===== config.mk =====
export PLATFORM = sky130hd
export DESIGN_NAME = matrix_result_streamer
export DESIGN_NICKNAME = d
export VERILOG_FILES = /design/src/rtl/matrix_result_streamer.sv
export SDC_FILE = /design/constraint.sdc
export NUM_CORES = 2
export LEC_CHECK = 0
export ABC_AREA = 1
export CAP_MARGIN = 25
export CORE_AREA = 4 4 643 645
export CTS_BUF_LIST = sky130_fd_sc_hd__clkbuf_4 sky130_fd_sc_hd__clkbuf_8
export CTS_CLUSTER_DIAMETER = 100
export DETAILED_ROUTE_END_ITERATION = 6
export DIE_AREA = 0 0 647 649
export GPL_TIMING_DRIVEN = 0
export SYNTH_ARGS = -nofsm -noshare
export SYNTH_HDL_FRONTEND = slang
export SYNTH_SLANG_ARGS = --single-unit

===== constraint.sdc =====
create_clock -name clk -period 133.3 [get_ports clk]
set_input_delay 13.33 -clock clk [delete_from_list [all_inputs] [get_ports clk]]
set_output_delay 13.33 -clock clk [all_outputs]
set_load 0.1 [all_outputs]

===== src/rtl/matrix_result_streamer.sv =====
// Captures the systolic array's result matrix on a rising edge of done and streams it
// row-major over valid/ready. Define MRS_SATURATE_EN to clamp elements to [0,255].
module matrix_result_streamer #(
  parameter int unsigned WIDTH = 16,
  parameter int unsigned SIZE  = 10
) (
  input  logic                       clk,
  input  logic                       rst,
  input  logic                       done,
  input  logic signed [WIDTH-1:0]    A_result [SIZE][SIZE],
  output logic signed [WIDTH-1:0]    out_data,
  output logic                       out_valid,
  input  logic                       out_ready,
  output logic [$clog2(SIZE)-1:0]    out_row,
  output logic [$clog2(SIZE)-1:0]    out_col,
  output logic                       out_last,
  output logic                       busy,
  output logic                       frame_done,
  output logic                       overrun_err
);

  localparam int unsigned IDX_W = $clog2(SIZE);
  localparam logic [IDX_W-1:0] LAST_IDX = IDX_W'(SIZE - 1);

  typedef enum logic {IDLE, STREAM} state_t;

  state_t                    state, state_n;
  logic                      done_q;
  logic                      done_rise;
  logic                      load;
  logic signed [WIDTH-1:0]   frame_buf [SIZE][SIZE];
  logic [IDX_W-1:0]          row_n, col_n;
  logic                      last_n, frame_done_n, overrun_n, valid_n;
  logic signed [WIDTH-1:0]   data_n;

  // Output formatting, applied as each element is selected so it adds no latency
  function automatic logic signed [WIDTH-1:0] fmt(input logic signed [WIDTH-1:0] v);
`ifdef MRS_SATURATE_EN
    logic signed [WIDTH-1:0] pix_max;
    pix_max = WIDTH'(255);
    if (v[WIDTH-1])
      return '0;
    else if (v > pix_max)
      return pix_max;
    else
      return v;
`else
    return v;
`endif
  endfunction

  assign done_rise = done & ~done_q;

  // Next-state and next-output logic
  always_comb begin
    state_n      = state;
    row_n        = out_row;
    col_n        = out_col;
    last_n       = out_last;
    data_n       = out_data;
    frame_done_n = 1'b0;
    overrun_n    = overrun_err;
    load         = 1'b0;
    case (state)
      IDLE: begin
        if (done_rise) begin
          load    = 1'b1;
          state_n = STREAM;
          row_n   = '0;
          col_n   = '0;
          data_n  = fmt(A_result[0][0]);
          last_n  = (SIZE == 1);
        end
      end
      STREAM: begin
        // A new frame while streaming is dropped; only the error is recorded
        if (done_rise) overrun_n = 1'b1;
        if (out_ready) begin
          if (out_last) begin
            state_n      = IDLE;
            frame_done_n = 1'b1;
            row_n        = '0;
            col_n        = '0;
            last_n       = 1'b0;
            data_n       = '0;
          end else begin
            if (out_col == LAST_IDX) begin
              col_n = '0;
              row_n = out_row + IDX_W'(1);
            end else begin
              col_n = out_col + IDX_W'(1);
            end
            data_n = fmt(frame_buf[row_n][col_n]);
            last_n = (row_n == LAST_IDX) && (col_n == LAST_IDX);
          end
        end
      end
      default: state_n = IDLE;
    endcase
    valid_n = (state_n == STREAM);
  end

  // State and output registers
  always_ff @(posedge clk) begin
    if (rst) begin
      state       <= IDLE;
      done_q      <= 1'b0;
      out_row     <= '0;
      out_col     <= '0;
      out_last    <= 1'b0;
      out_data    <= '0;
      out_valid   <= 1'b0;
      busy        <= 1'b0;
      frame_done  <= 1'b0;
      overrun_err <= 1'b0;
    end else begin
      state       <= state_n;
      done_q      <= done;
      out_row     <= row_n;
      out_col     <= col_n;
      out_last    <= last_n;
      out_data    <= data_n;
      out_valid   <= valid_n;
      busy        <= valid_n;
      frame_done  <= frame_done_n;
      overrun_err <= overrun_n;
    end
  end

  // Frame capture; contents are don't-care until the next load
  always_ff @(posedge clk) begin
    if (load) frame_buf <= A_result;
  end

endmodule


==> impl.org <==
** Layout
- Leaving out fill and tap cells, the most frequent cell in the layout is clkdlybuf4s50_1.
- The post-route netlist has 11.33% of its cells at a drive strength greater than 1.
- Number of nets in the layout :: between 9000 and 10000
- Most used cells in the layout excluding fill and tap cells :: clkdlybuf4s50_1, edfxtp_1, nand3_1
- For this run, the share of the core covered by cells in the final layout is 25.28%.
- Area added between synthesis and finish :: 47.43%
- With fillers left out, the area of the finished cells amounts to roughly 0.10 sq mm.

** GRT
- Wire length of the first global-routing pass :: 624.1 mm
- Antenna violations before repair :: around 290
- Via count of the first global-routing pass :: about 58000
- GRT Resource Usage Total :: 23.36%
- Entering global routing, the biggest net connects 24 pins.
- Global-route congestion overflow total :: 0

** Flow run
- The tool flagged a number of max-cap violations equal to 0.

** Clocking
- CTS clock-pin slew for the worst setup and hold paths :: 50 ps
- The tree is rooted in a clkbuf_8.
- CTS H-tree depth :: 5
- Gates resized during post-CTS repair numbered 0.
- The number of setup buffers added after CTS is 0.
- Number of sinks on the clock net :: approximately 1600
- The later pin in the worst-skew pair is clocked with a latency of 1080 ps.
- Buffers inserted during clock tree synthesis total 319.
- TritonCTS built the clock tree.
- Number of buffers inserted for hold repair after clock tree synthesis :: 0
- Buffer levels on the longest clock path :: 4

** Worst setup path
- For the worst flop-to-flop path, the logic depth is 16.
- The signal on the critical path passes through buf_4, clkdlybuf4s50_1.
- Critical path data arrival time :: 2820 ps
- Buffers & Inverters on Critical Path :: 2
- Along the worst path, the maximum fanout reaches 6.
- FF-to-FF End :: out_data[0]
- Setup slack on the worst reg-to-reg path comes out at 127350 ps.
- Setup crit end kind :: output pin
- Start of the worst register-to-register path :: out_col[0]
- In this design, the stage delay of the slowest critical-path cell is around 1100 ps.
- The kind of cell with the highest combined delay along the critical path is buffers and inverters.
- Cell at the slowest stage of the critical path :: clkdlybuf4s50_1
- Required time worst endpoint :: 119970 ps
- Type of element launching the critical path :: register
- Setup CP Type :: register to output pin

** Synth
- Post-synthesis instance area :: 0.06997 sq mm
- Synthesized area per cell :: between 10 and 15 sq um
- After synthesis, flip-flops and latches occupy 69.50% of the total area.
- Yosys warning count :: 0
- Post-synth cell types :: 34
- The cell count after synthesis came out at 6160.
- The number of nets handed over by synthesis was between 7000 and 8000.
- Synth Register Bits :: approximately 1600

** Power
- Worst IR Drop VDD :: between 0.000007 and 0.000008 V
- Ratio of total power to cell area :: roughly 12 mW/mm^2
- Reported leakage power :: between 30 and 40 nW
- The design draws 1.286 mW.

** Die
- Width of the die :: 647 um
- Row generation in the floorplan step produced 235 rows.
- Die outline area :: about 0.42 sq mm
- 1633 I/O pins were placed.
- Overall die height :: 649 um
- For this configuration, the core starts out at a cell density of 17.14%.
- The core region is about 0.4 sq mm.

** Place
- Once detailed placement completed, the half-perimeter wirelength came to around 430 mm.
- Input and output buffers added on the ports amount to 1632.
- Final GP Congestion :: 0.9391
- Summing all placed instances gives a cell area of just under 0.1 sq mm.

** Timing
- Pins Over Slew Limit :: 0
- For the final routed database, the setup TNS stands at 0 ps.
- Transition time at the pin with the least slew margin :: 1242 ps
- Share of the cycle needed by the critical path after routing :: 12.12%
- Unrepaired setup endpoints after global routing :: no
- In this run the tightest slew margin relative to its limit is between 15 and 20%.
- Post-layout min period :: 16160 ps
- Setup skew after layout :: approximately 100 ps
- The final hold violation count is 0.
- For this run, the top clock speed supported by timing is 61.90 MHz.
- Setup violations remaining at the end of the flow were counted as 0.

** Detailed routing
- Detailed-routing iteration count for the pre-antenna-repair pass :: 6
- For this run, design rule violations remaining after detail routing come to 0.
- Routed length per instance :: 36.37 um
- The routed layout has 59900 vias.
- In this run the remaining antenna-violating nets after routing total 0.
- For this block, the routed nets add up to 511.9 mm of wire.
- The detailed router finished its first iteration with 7241 violations.
- Avg Vias per Cell :: 4.256

** Min path
- Worst hold stages :: 1
- The worst hold path terminates at overrun_err.
- Hold Startpoint :: overrun_err
- The path class of the tightest hold or removal check is register to register.

** Outcome
- The run finished with clean final reports.
[where the power goes]
part	switching, mW	internal, mW
combinational	0.0752	0.0682
clock	0.246	0.286
sequential	0.0103	0.600
[synthesized netlist by cell type, drive strengths merged]
| cell | count | area share (%) |
|---|---|---|
| nand3b | 384 | 4.1 |
| o21bai | 1 | 0.011 |
| buf | 254 | 1.8 |
| o21ai | 77 | 0.56 |
| o41ai | 1 | 0.013 |
| o31ai | 1 | 0.011 |
| nor3 | 2 | 0.014 |
| dfxtp | 29 | 0.83 |
| o211ai | 109 | 1.2 |
| or2 | 49 | 0.44 |
| nand4 | 17 | 0.16 |
| edfxtp | 1600 | 69 |
| clkinv | 1 | 0.0054 |
| a21oi | 121 | 0.87 |
| inv | 841 | 4.5 |
| nor2 | 74 | 0.42 |
| xor2 | 1 | 0.013 |
| clkbuf | 144 | 0.78 |
| nand3 | 1246 | 8.9 |
| nand2 | 1188 | 6.4 |
| mux2i | 16 | 0.23 |
| ha | 3 | 0.054 |
| o21a | 1 | 0.011 |
[cells by family (layout without fill, tap and decap cells)]
group	Yosys count	in the layout	synth area share, %
AOI/OAI and AO/OA	311	311	2.636
xor gates and xnor gates	1	1	0.01252
adders and majority gates	3	3	0.05365
buffers and inverters	1240	3581	7.119
DFF	1629	1629	69.50
muxes	16	16	0.2289
other	0	122	0
and+or+nand+nor	2960	2960	20.45
[sequential cells by signal (all words and copies together) (netlist names)]
| name | flops |
|---|---|
| state | 1 |
| out_row | 4 |
| done_q | 1 |
| overrun_err | 1 |
| out_col | 4 |
| frame_buf | 1600 |
| frame_done | 1 |
| out_last | 1 |
| out_data | 16 |
[through the flow]
| step | hold slack [ps] | cells | setup slack, ps |
|---|---|---|---|
| after global placement | 458.2 | 13240 | 14640 |
| final | 512.9 | 14070 | 117150 |
| after CTS | 507.8 | 13950 | 116920 |
| after floorplan | 572.9 | 6160 | 51340 |
| after global routing | 519.6 | 14000 | 116970 |
| after detailed placement | 499.8 | 13390 | 116240 |
[worst max-delay path by stage]
stage,slack [ps],depth (start not counted),from,endpoint
3_5_place_dp,116240,15,done,frame_buf[571]
3_3_place_gp,14640,9,done,out_data[5]
4_1_cts,116920,2,state,out_valid
6_report,117150,2,state,out_valid
5_1_grt,116970,2,state,out_valid
2_1_floorplan,51340,8,done,out_data[5]
[final cells by class]
class / count / area [sq um]
fill: 43520 / 305000
sequential: 1629 / 48630
timing repair buffer: 1781 / 19650
multi-input combinational: 3291 / 16370
tap: 5451 / 6820
clock buffer: 424 / 5223
inverter: 842 / 3161
buffer: 398 / 1848
clock inverter: 136 / 1155
antenna: 122 / 305.3
[routing by layer]
metal  track usage (%)  share of wire (%)  vias up
li1                  -                  -    25680
met1             28.31                 39    29370
met2             38.67                 47     3751
met3             7.189                9.6      958
met4             8.802                4.1      132
met5                 0               0.17        -
Power figures use the tool's default switching activity.
